[config.mk]
export PLATFORM = sky130hd
export DESIGN_NAME = radar_sweep_ctrl
export DESIGN_NICKNAME = d
export VERILOG_FILES = /design/src/rtl/radar_pkg.sv /design/src/rtl/radar_tick_div.sv /design/src/rtl/radar_sweep_ctrl.sv
export SDC_FILE = /design/constraint.sdc
export NUM_CORES = 1
export LEC_CHECK = 0
export CAP_MARGIN = 30
export CORE_MARGIN = 2
export CORE_UTILIZATION = 50
export CTS_BUF_LIST = sky130_fd_sc_hd__clkbuf_4
export CTS_CLUSTER_DIAMETER = 60
export CTS_CLUSTER_SIZE = 24
export DETAILED_ROUTE_END_ITERATION = 16
export HOLD_SLACK_MARGIN = 0.03
export PLACE_DENSITY = 0.72
export SLEW_MARGIN = 10
export SYNTH_ARGS = -nofsm -noshare
export SYNTH_HDL_FRONTEND = slang
export SYNTH_SLANG_ARGS = --single-unit
[constraint.sdc]
create_clock -name clk -period 1.9 [get_ports clk]
set_input_delay 0.57 -clock clk [delete_from_list [all_inputs] [get_ports clk]]
set_output_delay 0.57 -clock clk [all_outputs]
set_load 0.1 [all_outputs]
[src/rtl/radar_pkg.sv]
// Shared types and constants for the radar sweep controller.
// States, LED geometry and the one-step position advance rule.
package radar_pkg;

  localparam int LED_N = 8;
  localparam int IDX_W = 3;
  localparam logic [IDX_W-1:0] IDX_MAX = IDX_W'(LED_N - 1);

  typedef enum logic [1:0] {
    S_IDLE  = 2'd0,
    S_SWEEP = 2'd1,
    S_HOLD  = 2'd2
  } state_t;

  typedef struct packed {
    logic [IDX_W-1:0] idx;
    logic             dn;
  } step_t;

  // Bounce turns around at the ends, so 7 goes to 6 and 0 goes to 1.
  function automatic step_t radar_adv(
    input logic [IDX_W-1:0] idx,
    input logic             dn,
    input logic             wrap
  );
    step_t s;
    s.idx = idx + 1'b1;
    s.dn  = dn;
    if (wrap) begin
      s.dn = 1'b0;
    end else if (!dn && idx == IDX_MAX) begin
      s.idx = IDX_MAX - 1'b1;
      s.dn  = 1'b1;
    end else if (!dn) begin
      s.dn = 1'b0;
    end else if (idx == '0) begin
      s.idx = IDX_W'(1);
      s.dn  = 1'b0;
    end else begin
      s.idx = idx - 1'b1;
      s.dn  = 1'b1;
    end
    return s;
  endfunction

endpackage

[src/rtl/radar_tick_div.sv]
// Step divider: free-running 0..STEP_DIV-1 counter with a tick on the
// last count; clr holds it at zero.
module radar_tick_div #(
  parameter int STEP_DIV = 25_000_000
) (
  input  logic clk,
  input  logic rst,
  input  logic clr,
  output logic tick
);

  localparam int CW = (STEP_DIV > 1) ? $clog2(STEP_DIV) : 1;
  localparam logic [CW-1:0] LAST = CW'(STEP_DIV - 1);

  logic [CW-1:0] count;

  assign tick = (count == LAST);

  always_ff @(posedge clk) begin
    if (rst || clr) begin
      count <= '0;
    end else if (count == LAST) begin
      count <= '0;
    end else begin
      count <= count + 1'b1;
    end
  end

endmodule

[src/rtl/radar_sweep_ctrl.sv]
// Radar LED sweep controller: sweeps an LED index, dwells on targets.
// Define RADAR_HOLD_BLINK_EN to blink the LED while dwelling.
module radar_sweep_ctrl
  import radar_pkg::*;
#(
  parameter int STEP_DIV   = 25_000_000,
  parameter int HOLD_TICKS = 4
) (
  input  logic             clk,
  input  logic             rst,
  input  logic             start,
  input  logic             stop,
  input  logic             wrap_mode,
  input  logic             target_valid,
  input  logic [IDX_W-1:0] target_pos,
  output logic [IDX_W-1:0] led_idx,
  output logic             led_en,
  output logic             busy,
  output logic             hit,
  output logic             lap
);

  localparam int HW = $clog2(HOLD_TICKS + 1);

  state_t        state;
  logic          dir_dn;
  logic          wrap_q;
  logic [HW-1:0] hold_cnt;
  logic          tick;
  logic          clr;
  step_t         nx;

  assign clr  = (state == S_IDLE) || stop;
  assign busy = (state != S_IDLE);

  always_comb begin
    nx = radar_adv(led_idx, dir_dn, wrap_q);
  end

  radar_tick_div #(
    .STEP_DIV(STEP_DIV)
  ) u_div (
    .clk  (clk),
    .rst  (rst),
    .clr  (clr),
    .tick (tick)
  );

  always_ff @(posedge clk) begin
    if (rst) begin
      state    <= S_IDLE;
      led_idx  <= '0;
      led_en   <= 1'b0;
      dir_dn   <= 1'b0;
      wrap_q   <= 1'b0;
      hold_cnt <= '0;
      hit      <= 1'b0;
      lap      <= 1'b0;
    end else begin
      hit <= 1'b0;
      lap <= 1'b0;
      if (stop) begin
        state    <= S_IDLE;
        led_idx  <= '0;
        led_en   <= 1'b0;
        dir_dn   <= 1'b0;
        hold_cnt <= '0;
      end else begin
        unique case (state)
          S_IDLE: begin
            if (start) begin
              state   <= S_SWEEP;
              led_idx <= '0;
              dir_dn  <= 1'b0;
              wrap_q  <= wrap_mode;
              led_en  <= 1'b1;
            end
          end
          S_SWEEP: begin
            if (tick) begin
              if (target_valid && led_idx == target_pos) begin
                state    <= S_HOLD;
                hold_cnt <= HW'(HOLD_TICKS);
                hit      <= 1'b1;
                led_en   <= 1'b1;
              end else begin
                led_idx <= nx.idx;
                dir_dn  <= nx.dn;
                lap     <= (nx.idx == '0);
              end
            end
          end
          S_HOLD: begin
            if (tick) begin
              hold_cnt <= hold_cnt - 1'b1;
              if (hold_cnt == HW'(1)) begin
                state   <= S_SWEEP;
                led_idx <= nx.idx;
                dir_dn  <= nx.dn;
                lap     <= (nx.idx == '0);
                led_en  <= 1'b1;
              end else begin
`ifdef RADAR_HOLD_BLINK_EN
                led_en <= ~led_en;
`else
                led_en <= 1'b1;
`endif
              end
            end
          end
          default: state <= S_IDLE;
        endcase
      end
    end
  end

endmodule

==> flow_summary.json, run 1 <==
{
  "drt_iter0_drc": 42,
  "power.leakage_uw": 0.000978,
  "cp_num_buf_inv": 2,
  "clk_latency_ns": 0.34,
  "gr-total-overflow": 0,
  "clk_pin_slew_ns": 0.11,
  "reg2reg_to": "lap",
  "post-route-period-util_pct": 96.5,
  "slew_headroom_pct": 70.2,
  "dieArea_um2": 4610,
  "port_buffers": 15,
  "numCtsBuffers": 5,
  "layout_common_cells": "nor2_1, dfxtp_1, buf_4, xnor2_1, nand2_1",
  "synth_edf_count": 0,
  "r2r_cells": 7,
  "ant_nets": 0,
  "crit_path_max_incr_delay_ns": 0.45,
  "drtPass1Iterations": 4,
  "dpl.hpwl_um": 2940,
  "path_class": "in2reg",
  "cts_num_sinks": 38,
  "ir_drop_uv": 439,
  "crit_chain": "clkdlybuf4s50_1 -> nand4_1 -> buf_4 -> o31ai_4 -> nand3b_4 -> a221oi_2",
  "finalHoldViolCount": 0,
  "drc_errors": 0,
  "drv_cap": 0,
  "arrival_ns": 2.09,
  "ys_seq_elements": 38,
  "syn_avg_cell_area_um2": 8.58,
  "yosysSeqAreaShare_pct": 37.2,
  "cts_hold_buf": 0,
  "gp_congestion": 0.803,
  "rows": 23,
  "outcome": "finished clean",
  "layout_commonest_cell": "nor2_1",
  "p_per_area_nw_per_um2": 579,
  "core-area_um2": 3970,
  "holdCritPathClass": "reg2reg",
  "antenna_cells": 0,
  "boundaryPins": 16,
  "cts_buffer_depth": 2,
  "htreeDepth": 2,
  "synth.distinct_cells": 40,
  "whs_path_depth": 2,
  "min_to": "hold_cnt[1]",
  "synthFlopType": "dfxtp_1",
  "drt_wl_total_um": 4130,
  "startpoint_type": "primary input",
  "holdCritStartpoint": "hold_cnt[1]",
  "total_power_uw": 1530,
  "rsz0062_at_grt": "true",
  "die_x_um": 67.9,
  "met2_length_um": 2020,
  "dp_cells": 316,
  "wl_per_cell_um": 12.6,
  "cts_tree": "yes",
  "grt_max_degree": 26,
  "synthToLayoutAreaGrowth_pct": 29.5,
  "antenna_found_initial": 0,
  "crit_fanout": 4,
  "final_max_slew_viol_count": 0,
  "start_util_pct": 51.4,
  "met3_length_um": 137,
  "final_nets": 297,
  "final_cells": 328,
  "grt_pass1_wl_um": 6870,
  "cts.root.buffer_cell": "clkbuf_4",
  "netlist_area_um2": 2040,
  "met1_length_um": 1930,
  "route.vias.total": 1719,
  "synth_nets": 258,
  "tightest_slew_ns": 0.445,
  "critPathCaptureType": "flip-flop",
  "drive_above_1_share_pct": 23.4,
  "critPathRequiredTime_ns": 2.16,
  "dr.max_layer_used": "met4",
  "period_minus_slack_ns": 1.83,
  "r2r-start": "led_idx[0]",
  "die_h_um": 67.9,
  "skew_ns": 0.00564,
  "cp_top_family": "buffers and inverters",
  "grtUsageTotal_pct": 19.4,
  "cp_slowest_cell": "clkdlybuf4s50_1",
  "grt_pass1_vias": 1614,
  "via_per_inst": 5.24,
  "syn_inst": 238,
  "yosysWarnings": 0,
  "r2r_slack_ns": 0.08,
  "async_flop_share_pct": 0,
  "finalSetupViolCount": 0,
  "fmax_mhz": 545
}
registers in the layout, indices dropped and copies added (netlist names):
signal,flops
u_div.count,25
wrap_q,1
hit,1
led_en,1
led_idx,3
dir_dn,1
lap,1
hold_cnt,3
state,2
tightest hold or removal path: stages (launching register included):
cell and delay, ns:
dfxtp_1 0.33, nand2_1 0.05, mux2i_1 0.06
what timing repair did:
item                                   in CTS  in global routing
resized for setup                           3                 15
pin swaps                                   0                 14
setup buffers                               0                  4
endpoints found under the hold margin       0                  0
setup endpoints to repair                   1                 10
power by group:
| part | total [uW] | internal [uW] | switching, uW |
|---|---|---|---|
| clock | 537 | 273 | 265 |
| sequential | 805 | 799 | 6.05 |
| combinational | 190 | 92.9 | 96.9 |
| total | 1530 | 1160 | 368 |
per-stage QoR:
stage	area [um2]	worst slack, ns	util [%]	hold slack, ns	setup TNS [ns]
floorplan	2060	0.108	-	0.426	0
global placement	2470	-0.337	62.2	0.449	-6.36
detailed placement	2470	-0.367	62.2	0.481	-6.74
CTS	2560	0.00918	64.5	0.497	0
global route	2650	-0.0340	66.6	0.510	-0.121
finish	2650	0.0662	66.6	0.483	0
logic make-up (layout without fill, tap and decap cells):
| kind of cell | Yosys count | after routing | synth area share, % |
|---|---|---|---|
| AO/OA/AOI/OAI | 19 | 19 | 7.65 |
| XOR/XNOR | 26 | 26 | 11.1 |
| adder cells (fa/ha/maj) | 11 | 11 | 6.74 |
| buffers and inverters | 21 | 61 | 4.04 |
| flip-flops | 38 | 38 | 37.2 |
| multiplexers | 7 | 7 | 3.43 |
| AND/OR/NAND/NOR | 116 | 116 | 29.8 |
layer usage:
layer	vias to the layer above	GRT usage, %
met5	-	0
met4	0	7.50
li1	900	-
met3	4	4.61
met2	24	32.8
met1	791	23.8
cell type report:
class,instances,area (um2)
clock buffers,5,37.5
clock inverters,3,40.0
fillers,324,1330
inverters,15,60.1
multi-input cells,179,1250
flip-flops and latches,38,776
well taps,50,62.6
repair buffers,38,417
synthesized netlist by cell type, types with 2 or more instances:
| cell type | n | share of area (%) |
|---|---|---|
| xnor2_1 | 20 | 8.6 |
| buf_2 | 3 | 0.73 |
| nor2_1 | 39 | 7.2 |
| nand2b_1 | 2 | 0.61 |
| a21oi_1 | 3 | 0.73 |
| clkbuf_1 | 2 | 0.37 |
| and4_1 | 4 | 1.7 |
| and3_1 | 7 | 2.1 |
| o21ai_0 | 4 | 0.98 |
| dfxtp_1 | 38 | 37 |
| nor4_1 | 5 | 1.5 |
| a31oi_1 | 3 | 0.92 |
| nand4_1 | 9 | 2.8 |
| or3_1 | 2 | 0.61 |
| nor3_1 | 9 | 2.2 |
| nand2_1 | 17 | 3.1 |
| xor2_1 | 6 | 2.6 |
| ha_1 | 11 | 6.7 |
| inv_1 | 15 | 2.8 |
| nand3_1 | 13 | 3.2 |
| mux2i_1 | 7 | 3.4 |
worst max-delay path by stage:
| stage | start | end | cells past startpoint |
|---|---|---|---|
| detailed placement | target_pos[1] | hold_cnt[0] | 7 |
| global route | led_idx[0] | state[0] | 7 |
| global placement | target_pos[1] | hold_cnt[0] | 7 |
| finish | target_valid | state[0] | 6 |
| floorplan | state[0] | wrap_q | 7 |
| CTS | state[1] | busy | 4 |
(Power assumes the default switching activity.)
==> run 2: changes to the inputs <==
- clock period: 1.9 -> 1.85 ns (I/O delays scaled with it)
==> run 2 against run 1 <==
Critical path depth down 2. Sequential power up 2.6%. Clock-buffer cell count up 1. Clock skew up 0.0097 ns. Combinational power about the same. Register-to-register slack better by 0.02 ns. Non-clock buffer count up 4. Via count up 4.0%. Global-route usage up 0.17 points.
==> flow_summary.json, run 2 (same netlist as run 1, synthesis figures left out) <==
{
  "seqPwrFrac_pct": 57.0,
  "ant_nets": 0,
  "p_per_area_nw_per_um2": 552,
  "tightest_slew_ns": 0.446,
  "grt_max_degree": 26,
  "cts_tree": "yes",
  "fin_tns_setup_ns": 0,
  "layout_commonest_cell": "nor2_1",
  "die_x_um": 67.9,
  "max_flop_register": "u_div.count",
  "swShare_pct": 26.1,
  "ir_drop_uv": 433,
  "arrival_ns": 1.26,
  "finalHoldViolCount": 0,
  "regArea_um2": 777,
  "drt_wl_total_um": 4190,
  "largest_register_ffs": 25,
  "dieArea_um2": 4610,
  "cts_hold_buf": 0,
  "wl_per_cell_um": 12.6,
  "endpoint": "busy",
  "crit_path_start": "state[1]",
  "clk_latency_ns": 0.35,
  "start_util_pct": 51.4,
  "numCtsBuffers": 5,
  "crit_fanout": 4,
  "gp_congestion": 0.814,
  "port_buffers": 15,
  "startpoint_type": "flip-flop",
  "drtPass1Iterations": 4,
  "rows": 23,
  "skew_ns": 0.0154,
  "boundaryPins": 16,
  "route.vias.total": 1788,
  "finalSetupViolCount": 0,
  "p_sw_uw": 379,
  "final_nets": 301,
  "dp_cells": 321,
  "via_per_inst": 5.39,
  "crit_path_max_incr_delay_ns": 0.36,
  "pwr-share-comb_pct": 13.3,
  "fmax_mhz": 552,
  "total_power_uw": 1450,
  "gr-total-overflow": 0,
  "synthToLayoutAreaGrowth_pct": 28.5,
  "dpl.hpwl_um": 3060,
  "holdCritPathClass": "reg2reg",
  "path_class": "reg2out",
  "cts_num_sinks": 38,
  "grt_pass1_vias": 1659,
  "antenna_found_initial": 0,
  "layout_common_cells": "nor2_1, dfxtp_1, buf_4, xnor2_1, nand2_1",
  "final_cells": 332,
  "slew_headroom_pct": 69.9,
  "multi_input_area_um2": 1240,
  "grtUsageTotal_pct": 19.6,
  "r2r_slack_ns": 0.10,
  "htreeDepth": 2,
  "drt_iter0_drc": 68,
  "n_fill_cell": 328,
  "clk_pin_slew_ns": 0.12,
  "power_frac_clock_pct": 29.7,
  "drv_cap": 0,
  "reg2reg_to": "hold_cnt[0]",
  "biggestRegsByFlops": "u_div.count x25, hold_cnt x3, led_idx x3",
  "power.leakage_uw": 0.000967,
  "rsz0062_at_grt": "true",
  "core-area_um2": 3970,
  "critPathRequiredTime_ns": 1.29,
  "outcome": "finished clean",
  "drc_errors": 0,
  "design_area_um2": 2630,
  "antenna_cells": 0,
  "crit_chain": "inv_2 -> ha_4 -> clkinvlp_4 -> buf_12",
  "grt_pass1_wl_um": 6950,
  "die_h_um": 67.9,
  "drive_above_1_share_pct": 23.4,
  "final_max_slew_viol_count": 0,
  "period_minus_slack_ns": 1.81,
  "postPlaceCellArea_um2": 2510,
  "post-route-period-util_pct": 97.9,
  "r2r_cells": 6,
  "cp_slowest_cell": "dfxtp_2",
  "power.internal_uw": 1070,
  "critPathCaptureType": "output port",
  "cts_buffer_depth": 2,
  "r2r-start": "u_div.count[0]",
  "cts.root.buffer_cell": "clkbuf_4"
}
run 2: cell types whose count changed in the layout (fill, tap and decap cells not counted), sizes merged:
cell | before | now
bufinv | 1 | 0
buf | 30 | 34
dlymetal6s2s | 3 | 0
dlygate4sd2 | 0 | 3
clkbuf | 5 | 6
run 2: worst min path at each step:
stage	slack (ns)	from	end	depth (start not counted)
CTS	0.48	hold_cnt[1]	hold_cnt[1]	2
detailed placement	0.46	hold_cnt[1]	hold_cnt[1]	2
global route	0.52	hold_cnt[1]	hold_cnt[1]	2
global placement	0.45	hold_cnt[1]	hold_cnt[1]	2
floorplan	0.43	u_div.count[0]	u_div.count[0]	1
finish	0.48	hold_cnt[1]	hold_cnt[1]	2
run 2: final cells by class:
type / count / area share, %
Sequential cell: 38 / 29.6
Clock buffer: 6 / 1.72
Multi-Input combinational cell: 179 / 47.3
Inverter: 15 / 2.29
Clock inverter: 2 / 0.333
Timing Repair Buffer: 42 / 16.4
Tap cell: 50 / 2.38
run 2: power groups by stage:
stage	logic, uW	clock network, uW	registers (uW)
2_1_floorplan	93.9	0	857
3_3_place_gp	180	0	844
3_5_place_dp	181	0	845
4_1_cts	187	441	826
5_1_grt	207	466	828
6_report	193	431	826
run 2: per-stage QoR:
| step | hold slack, ns | worst slack (ns) | utilization [%] |
|---|---|---|---|
| 6_report | 0.480 | 0.0393 | 66.1 |
| 5_1_grt | 0.525 | -0.00839 | 66.1 |
| 4_1_cts | 0.482 | 0.00408 | 64.9 |
| 3_5_place_dp | 0.462 | -0.399 | 63.1 |
| 3_3_place_gp | 0.453 | -0.363 | 63.1 |
| 2_1_floorplan | 0.426 | 0.0579 | - |
run 2: timing repair:
item | 4_1_cts | 5_1_grt
gates cloned | 0 | 0
hold endpoints to repair | 0 | 0
pin swaps | 6 | 4
setup buffers | 0 | 3
setup endpoints to repair | 2 | 21
gates resized for setup | 8 | 7
run 2: worst max-delay path: cells and delay by family (launching register included):
family                     cells  cell delay (ns)
adders and majority gates      1             0.17
buffers and inverters          3             0.38
DFF                            1             0.36
run 2: per-layer routing:
layer,vias up,part of all wire [%],GRT usage (%)
met1,844,48,24.0
met3,4,3.4,3.45
met5,-,0,0
li1,915,-,-
met2,25,48,33.7
met4,0,0.86,8.00
